==> src/rtl/flush_rr_arbiter.sv <==
// rtl/flush_rr_arbiter.sv - N-channel request arbiter with flush-hold tracking, stall generation and starvation override
module flush_rr_arbiter #(
  parameter int NUM_CHANNELS  = 4,
  parameter int ADDRESS_WIDTH = 8,
  parameter int ID_WIDTH      = 4,
  parameter int ARB_MODE      = 0,
  parameter int STARVE_LIMIT  = 8,
  localparam int CW           = $clog2(NUM_CHANNELS)
) (
  input  logic                              clk,
  input  logic                              reset,
  input  logic [NUM_CHANNELS-1:0]           in_valid,
  input  logic [NUM_CHANNELS*ADDRESS_WIDTH-1:0] in_address,
  input  logic [NUM_CHANNELS*ID_WIDTH-1:0]  in_id,
  input  logic [NUM_CHANNELS-1:0]           in_flush,
  input  logic [NUM_CHANNELS-1:0]           in_flush_done,
  output logic [NUM_CHANNELS-1:0]           out_stall,
  input  logic                              in_ready,
  output logic                              out_valid,
  output logic [ADDRESS_WIDTH-1:0]          out_address,
  output logic [ID_WIDTH-1:0]               out_id,
  output logic [CW-1:0]                     out_choice,
  output logic [NUM_CHANNELS-1:0]           out_flush_hold,
  output logic [NUM_CHANNELS-1:0]           out_starved
);

  localparam int WW = $clog2(STARVE_LIMIT + 1);
  localparam logic [WW-1:0] LIMIT = WW'(STARVE_LIMIT);

  logic [CW-1:0]           rr_ptr;
  logic [NUM_CHANNELS-1:0] flush_hold;
  logic [NUM_CHANNELS-1:0] eligible;
  logic [NUM_CHANNELS-1:0] starved;
  logic [WW-1:0]           wait_cnt [NUM_CHANNELS];
  logic [CW-1:0]           sel;
  logic                    found;
  logic                    transfer;

  always_comb begin
    eligible = in_valid & ~in_flush & ~flush_hold;
    for (int i = 0; i < NUM_CHANNELS; i++) begin
      starved[i] = (wait_cnt[i] == LIMIT);
    end
  end

  assign out_starved    = starved;
  assign out_flush_hold = flush_hold;

  // Starved channels pre-empt the normal policy, lowest index first.
  always_comb begin
    int idx;
    sel   = '0;
    found = 1'b0;
    idx   = 0;
    for (int i = 0; i < NUM_CHANNELS; i++) begin
      if (!found && eligible[i] && starved[i]) begin
        sel   = CW'(i);
        found = 1'b1;
      end
    end
    if (!found) begin
      if (ARB_MODE == 0) begin
        for (int off = 0; off < NUM_CHANNELS; off++) begin
          idx = (int'(rr_ptr) + off) % NUM_CHANNELS;
          if (!found && eligible[idx]) begin
            sel   = CW'(idx);
            found = 1'b1;
          end
        end
      end else begin
        for (int i = 0; i < NUM_CHANNELS; i++) begin
          if (!found && eligible[i]) begin
            sel   = CW'(i);
            found = 1'b1;
          end
        end
      end
    end
  end

  assign transfer = in_ready & found & ~reset;

  always_comb begin
    out_valid   = 1'b0;
    out_choice  = '0;
    out_address = '0;
    out_id      = '0;
    out_stall   = {NUM_CHANNELS{1'b1}};
    if (!reset) begin
      out_valid = transfer;
      if (transfer) begin
        out_choice  = sel;
        out_address = in_address[int'(sel)*ADDRESS_WIDTH +: ADDRESS_WIDTH];
        out_id      = in_id[int'(sel)*ID_WIDTH +: ID_WIDTH];
      end
      for (int i = 0; i < NUM_CHANNELS; i++) begin
        out_stall[i] = in_flush[i] | flush_hold[i] |
                       (in_valid[i] & ~(transfer && (sel == CW'(i))));
      end
    end
  end

  always_ff @(posedge clk) begin
    if (reset) begin
      rr_ptr     <= '0;
      flush_hold <= '0;
      for (int i = 0; i < NUM_CHANNELS; i++) begin
        wait_cnt[i] <= '0;
      end
    end else begin
      if (transfer) begin
        rr_ptr <= (sel == CW'(NUM_CHANNELS - 1)) ? '0 : sel + 1'b1;
      end
      for (int i = 0; i < NUM_CHANNELS; i++) begin
        flush_hold[i] <= flush_hold[i] ? (in_flush[i] | ~in_flush_done[i]) : in_flush[i];
        // Flush and resource back-pressure freeze the count rather than clear it.
        if ((transfer && (sel == CW'(i))) || !in_valid[i]) begin
          wait_cnt[i] <= '0;
        end else if (in_flush[i] || flush_hold[i] || !in_ready) begin
          wait_cnt[i] <= wait_cnt[i];
        end else if (eligible[i] && (wait_cnt[i] != LIMIT)) begin
          wait_cnt[i] <= wait_cnt[i] + 1'b1;
        end
      end
    end
  end

endmodule

==> config.mk <==
export PLATFORM = sky130hd
export DESIGN_NAME = flush_rr_arbiter
export DESIGN_NICKNAME = d
export VERILOG_FILES = /design/src/rtl/flush_rr_arbiter.sv
export SDC_FILE = /design/constraint.sdc
export NUM_CORES = 1
export LEC_CHECK = 0
export CAP_MARGIN = 25
export CORE_ASPECT_RATIO = 1.4
export CORE_UTILIZATION = 45
export DETAILED_ROUTE_END_ITERATION = 7
export GPL_ROUTABILITY_DRIVEN = 1
export MAX_ROUTING_LAYER = met4
export PLACE_DENSITY = 0.88
export SLEW_MARGIN = 20
export SYNTH_ARGS = -nofsm -noshare
export SYNTH_HDL_FRONTEND = slang
export SYNTH_SLANG_ARGS = --single-unit
==> constraint.sdc <==
create_clock -name clk -period 8.6 [get_ports clk]
set_input_delay 0.86 -clock clk [delete_from_list [all_inputs] [get_ports clk]]
set_output_delay 0.86 -clock clk [all_outputs]
set_load 0.03 [all_outputs]
; Word level (Yosys, flattened, before mapping)
; Memory sizes are Yosys's and may differ from the RTL's.
; Cells that the tools add are included.
[word_totals]
reg_bits = 6
ram_bits = 16
inputBits = 63
out_inout_bits = 27
word_cells = 227
mem_count = 1
[op_classes]
add_sub_neg = 8
magnitude_cmp = 4
eq_ne = 11
shift = 2
n_mux = 106
bitwise_logic = 46
reduce_logical = 47
[memory_table]
columns = name, depth, width, rd, rd_ports_with_merged_regs, wr, line_no
row1 = wait_cnt, 4, 4, 4, 0, 4, 34  ; logic [WW-1:0] wait_cnt [NUM_CHANNELS];
[ops]
columns = op, count
row1 = two-way mux 1 bit, 75
row2 = two-way mux 4 bit, 15
row3 = indexed part select 32 x 6 -> 8 bit, 1
row4 = OR 1 bit, 24
row5 = two-way mux 2 bit, 10
row6 = logical AND 1 bit, 19
row7 = "adder 4 x 1 -> 4 bit, second input constant", 4
row8 = "== test 4 bit, second input constant", 4
row9 = two-way mux 8 bit, 2
row10 = "inequality test 4 bit, second input constant", 4
row11 = indexed part select 16 x 5 -> 4 bit, 1
row12 = logical NOT 1 bit, 12
row13 = logical OR 1 bit, 12
row14 = "less-than comparator 3 x 4 -> 1 bit, second input constant", 3
row15 = NOT 1 bit, 9
row16 = bitwise AND 4 bit, 2
row17 = binary-select mux 1 bit (select 2 bit), 4
row18 = NOT 4 bit, 2
row19 = bitwise AND 1 bit, 6
row20 = OR reduction 2 bit, 3
row21 = "adder 2 x 1 -> 2 bit, second input constant", 2
row22 = "adder 2 bit, second input constant", 2
row23 = "== test 2 bit, second input constant", 2
row24 = "bitwise AND 1 bit, first input constant", 3
row25 = other kinds (3), 3

; Depth between registers and ports, before layout
[depth]
depth_word = 43
mapped_depth = 14
mapped_depth_nobuf = 12

; Worst setup path before layout
; Ideal clock, no wire load.
[synth_path]
kind = input to output
startpoint = in in_flush[0]
endpoint = out out_stall[1]
arrival_ns = 3.160
required_time_ns = 7.740
slack_ns = 4.580
cell_stages = 10
path_buffers = 2
cell_sequence = or3b_2 o22ai_2 o32ai_1 o31ai_1 and4_1 buf_6 buf_12 ha_1 a21oi_1 or4_1
[synth_via]
elab_chain_cells = 40
word_cells_on_any_way = 60
cone_classes = eq/ne: 1 / mux: 32 / bitwise: 8 / reduce/logical: 19
[synth_rtl]
columns = item, line_no
row1 = start: declaration, 15  ; input logic [NUM_CHANNELS-1:0] in_flush,
row2 = NOT 4 bit (*), 40  ; eligible = in_valid & ~in_flush & ~flush_hold;
row3 = bitwise AND 4 bit (*) (2 in a row), 40
row4 = logical AND 1 bit, 56  ; if (!found && eligible[i] && starved[i]) begin
row5 = two-way mux 1 bit, 56
row6 = logical NOT 1 bit, 56
row7 = logical AND 1 bit (2 in a row), 56
row8 = two-way mux 1 bit, 56
row9 = logical NOT 1 bit, 56
row10 = [21 not listed], -
row11 = two-way mux 1 bit, 65  ; if (!found && eligible[idx]) begin
row12 = two-way mux 1 bit, 61  ; if (!found) begin
row13 = bitwise AND 1 bit (2 in a row), 81  ; assign transfer = in_ready & found & ~reset;
row14 = logical AND 1 bit (*), 98  ; (in_valid[i] & ~(transfer && (sel == CW'(i))));
row15 = NOT 1 bit (*), 98
row16 = bitwise AND 1 bit (*), 98
row17 = OR 1 bit (*), 97  ; out_stall[i] = in_flush[i] | flush_hold[i] |
row18 = two-way mux 4 bit (*), 89  ; if (!reset) begin
row19 = end: declaration, 17  ; output logic [NUM_CHANNELS-1:0] out_stall,
; Mark *: on every way between the ends. The rest lies on a longest branch, timed or not. The select of a mux whose other input is x is not followed.

; Final worst setup path
; Same ends and word-level chain as after synthesis.

==> flow_metrics.tcl <==
set metrics [dict create \
    r2r_start "out_flush_hold[0]" \
    critPathMaxFanout 17 \
    seq_area_frac_synth_pct 25.0 \
    synth-main-ff-cell "edfxtp_1" \
    gr-usage-all-layers_pct 23.7 \
    insertion_delay_ps 270 \
    worst_pin_slew_ps 926 \
    initial_core_util_pct 46.5 \
    holdWs_ps 596 \
    grt_pass1_wl_um 10200 \
    hold_path_class "register to register" \
    vias_per_cell 5.74 \
    cts_setup_buffers 0 \
    cpLargestDelayFamily "simple AND/OR/NAND/NOR gates" \
    cts_tree "done" \
    die_height_um 88.4 \
    fin_setup_tns_ps 0 \
    drive_above_1_share_pct 6.53 \
    place_congestion 0.955 \
    syn_area_mm2 0.00240 \
    ctsHoldBuffers 0 \
    dieArea_mm2 0.00563 \
    max_cap_viol_count 0 \
    cts_max_level 1 \
    portBuffers 89 \
    critPathCaptureType "output port" \
    core_area_mm2 0.00516 \
    die_w_um 63.7 \
    ctsLongestPathBuffers 2 \
    fmax_mhz 174 \
    worst-path-buf-inv 2 \
    worstHoldPathCells 2 \
    yosys_warnings 0 \
    dr.pass1.iters 4 \
    syn-num-nets 349 \
    required_ps 7740 \
    drt_iter0_markers 102 \
    synth_edf_count 16 \
    syn_to_final_growth_pct 38.2 \
    crit_path_top_delay_cell "and4_1" \
    reg2reg_slack_ps 4810 \
    hp-start "out_flush_hold[2]" \
    rsz0062_at_grt "false" \
    cp-start-kind "primary input" \
    wirelength_um 6260 \
    leakage_uw 0.00132 \
    grt_max_degree 38 \
    hpwl_um 4890 \
    status "complete, no violations" \
    clock-root-buffer "clkbuf_8" \
    clock-sinks 22 \
    cpMostUsedCell "clkdlybuf4s50_1" \
    slew_violations 0 \
    grt_pass1_vias 2314 \
    async_flop_share_pct 0 \
    whs_endpoint "out_flush_hold[2]" \
    post-route-period-util_pct 66.7 \
    critPathMaxStageDelay_ps 850 \
    postRouteAntennaNets 0 \
    placementRows 31 \
    setup-violations-final 0 \
    crit_path_cell_trace "clkdlybuf4s50_1 -> or3b_2 -> o22ai_2 -> o32ai_1 -> o31ai_1 -> and4_1 -> ha_1 -> a21oi_1 -> or4_1 -> clkdlybuf4s50_1" \
    worst_r2r_path_depth 9 \
    antenna_found_initial 0 \
    min_period_ps 5740 \
    drc_errors 0 \
    ios 90 \
    ir_drop_uv 72.9 \
    r2r-end "wait_cnt[0][1]" \
    crit_arrival_ps 4880 \
    hold_viol_final 0 \
    yosys.cell_types.count 56 \
    cts_resized 0 \
    avgSynthCellArea_um2 8.75 \
    relSlewSlack_pct 38.3 \
    wl_per_cell_um 15.0 \
    n_antenna_cell 0 \
    cts_buffers 3 \
    vias 2398 \
    crit_type "primary input to output port" \
    gr-total-overflow 0 \
    fin_skew_ps 3.41 \
    ys_seq_elements 22 \
    final_nets 428 \
    netlist_instances 274 \
    power_density_mw_per_mm2 128 \
    path_clk_slew_ps 80 \
]
[cell families (layout without fill, tap and decap cells)]
logic type | count (synthesis) | after routing | share of synthesized area (%)
flip-flops | 22 | 22 | 25.0
AO/OA/AOI/OAI | 82 | 82 | 25.0
AND/OR/NAND/NOR | 92 | 92 | 24.6
XOR/XNOR | 8 | 8 | 2.92
adder cells (fa/ha/maj) | 12 | 12 | 6.26
buffers and inverters | 42 | 120 | 8.92
multiplexers | 16 | 16 | 7.20
[layout make-up]
type	instances	area [µm²]
Fill cell	456	1840
Multi-Input combinational cell	210	1580
Timing Repair Buffer	92	913
Sequential cell	22	601
Inverter	24	90.1
Tap cell	66	82.6
Clock buffer	3	41.3
Clock inverter	1	3.75
[cells in the mapped netlist, types with 5 or more instances]
cell / number / area, µm²
nand2_1: 8 / 30.0
clkbuf_1: 7 / 26.3
nor4_1: 8 / 50.1
and3_1: 12 / 75.1
nor2_1: 11 / 41.3
and2_1: 13 / 81.3
a21boi_0: 12 / 90.1
o211ai_1: 13 / 97.6
ha_1: 12 / 150
inv_1: 23 / 86.3
dfxtp_1: 6 / 120
mux2i_1: 15 / 150
nand3_1: 8 / 40.0
o21ai_0: 16 / 80.1
buf_2: 5 / 25.0
a21o_1: 13 / 97.6
nor3_1: 5 / 25.0
a21oi_1: 10 / 50.1
edfxtp_1: 16 / 480
[per-layer routing]
| layer | wire length, µm | share of wire (%) | vias to the layer above | GRT usage (%) |
|---|---|---|---|---|
| met1 | 2380 | 38 | 1093 | 24.4 |
| met3 | 381 | 6.1 | 18 | 3.22 |
| met4 | 211 | 3.4 | 0 | 12.4 |
| li1 | - | - | 1174 | - |
| met5 | 0 | 0 | - | - |
| met2 | 3290 | 53 | 113 | 43.6 |
[cell usage in the layout, fill, tap and decap left out, drive strengths merged, types with 3 or more instances in the layout]
master | netlist | routed
a211oi | 3 | 3
a21boi | 12 | 12
a21o | 13 | 13
a21oi | 10 | 10
and2 | 14 | 14
and3 | 12 | 12
buf | 11 | 3
clkbuf | 7 | 3
clkdlybuf4s50 | 0 | 89
dfxtp | 6 | 6
edfxtp | 16 | 16
ha | 12 | 12
inv | 24 | 24
mux2i | 15 | 15
nand2 | 8 | 8
nand3 | 8 | 8
nand3b | 4 | 4
nor2 | 11 | 11
nor3 | 5 | 5
nor3b | 4 | 4
nor4 | 8 | 8
o211ai | 13 | 13
o21ai | 16 | 16
or3b | 7 | 7
xnor2 | 4 | 4
xor2 | 4 | 4
[where the power goes]
part	leakage (µW)	internal [µW]	total, µW	switching (µW)
logic	0.00107	101	220	118
clock network	0.0000231	32.0	67.9	35.9
registers	0.000230	122	136	13.9
total	0.00132	256	424	168
[stage by stage]
step                std cells  utilization (%)  power (µW)  area, µm²  setup WS [ps]
CTS                       418             64.3         424       3320           2930
global placement          414             63.4         353       3270           3020
finish                    418             64.3         424       3320           2860
global route              418             64.3         449       3320           2700
detailed placement        414             63.4         356       3270           2960
floorplan                 274                -         291       2400           4580
[flip-flops by register name, summed over array words and instances (netlist names)]
signal,cells
rr_ptr,2
out_flush_hold,4
wait_cnt,16
[how the worst max path moves through the flow]
stage	depth (start not counted)	end	slack (ps)	from
floorplan	10	out_stall[1]	4580	in_flush[0]
finish	10	out_stall[1]	2860	in_flush[0]
global placement	10	out_stall[1]	3020	in_flush[0]
CTS	10	out_stall[1]	2930	in_flush[0]
global route	11	out_stall[2]	2700	in_flush[2]
detailed placement	10	out_stall[1]	2960	in_flush[0]
[worst min-delay path: stages, from the launching register on]
cell	delay, ps
dfxtp_1	360
a21oi_1	150
nor2_1	50
Power figures use the tool's default switching activity.
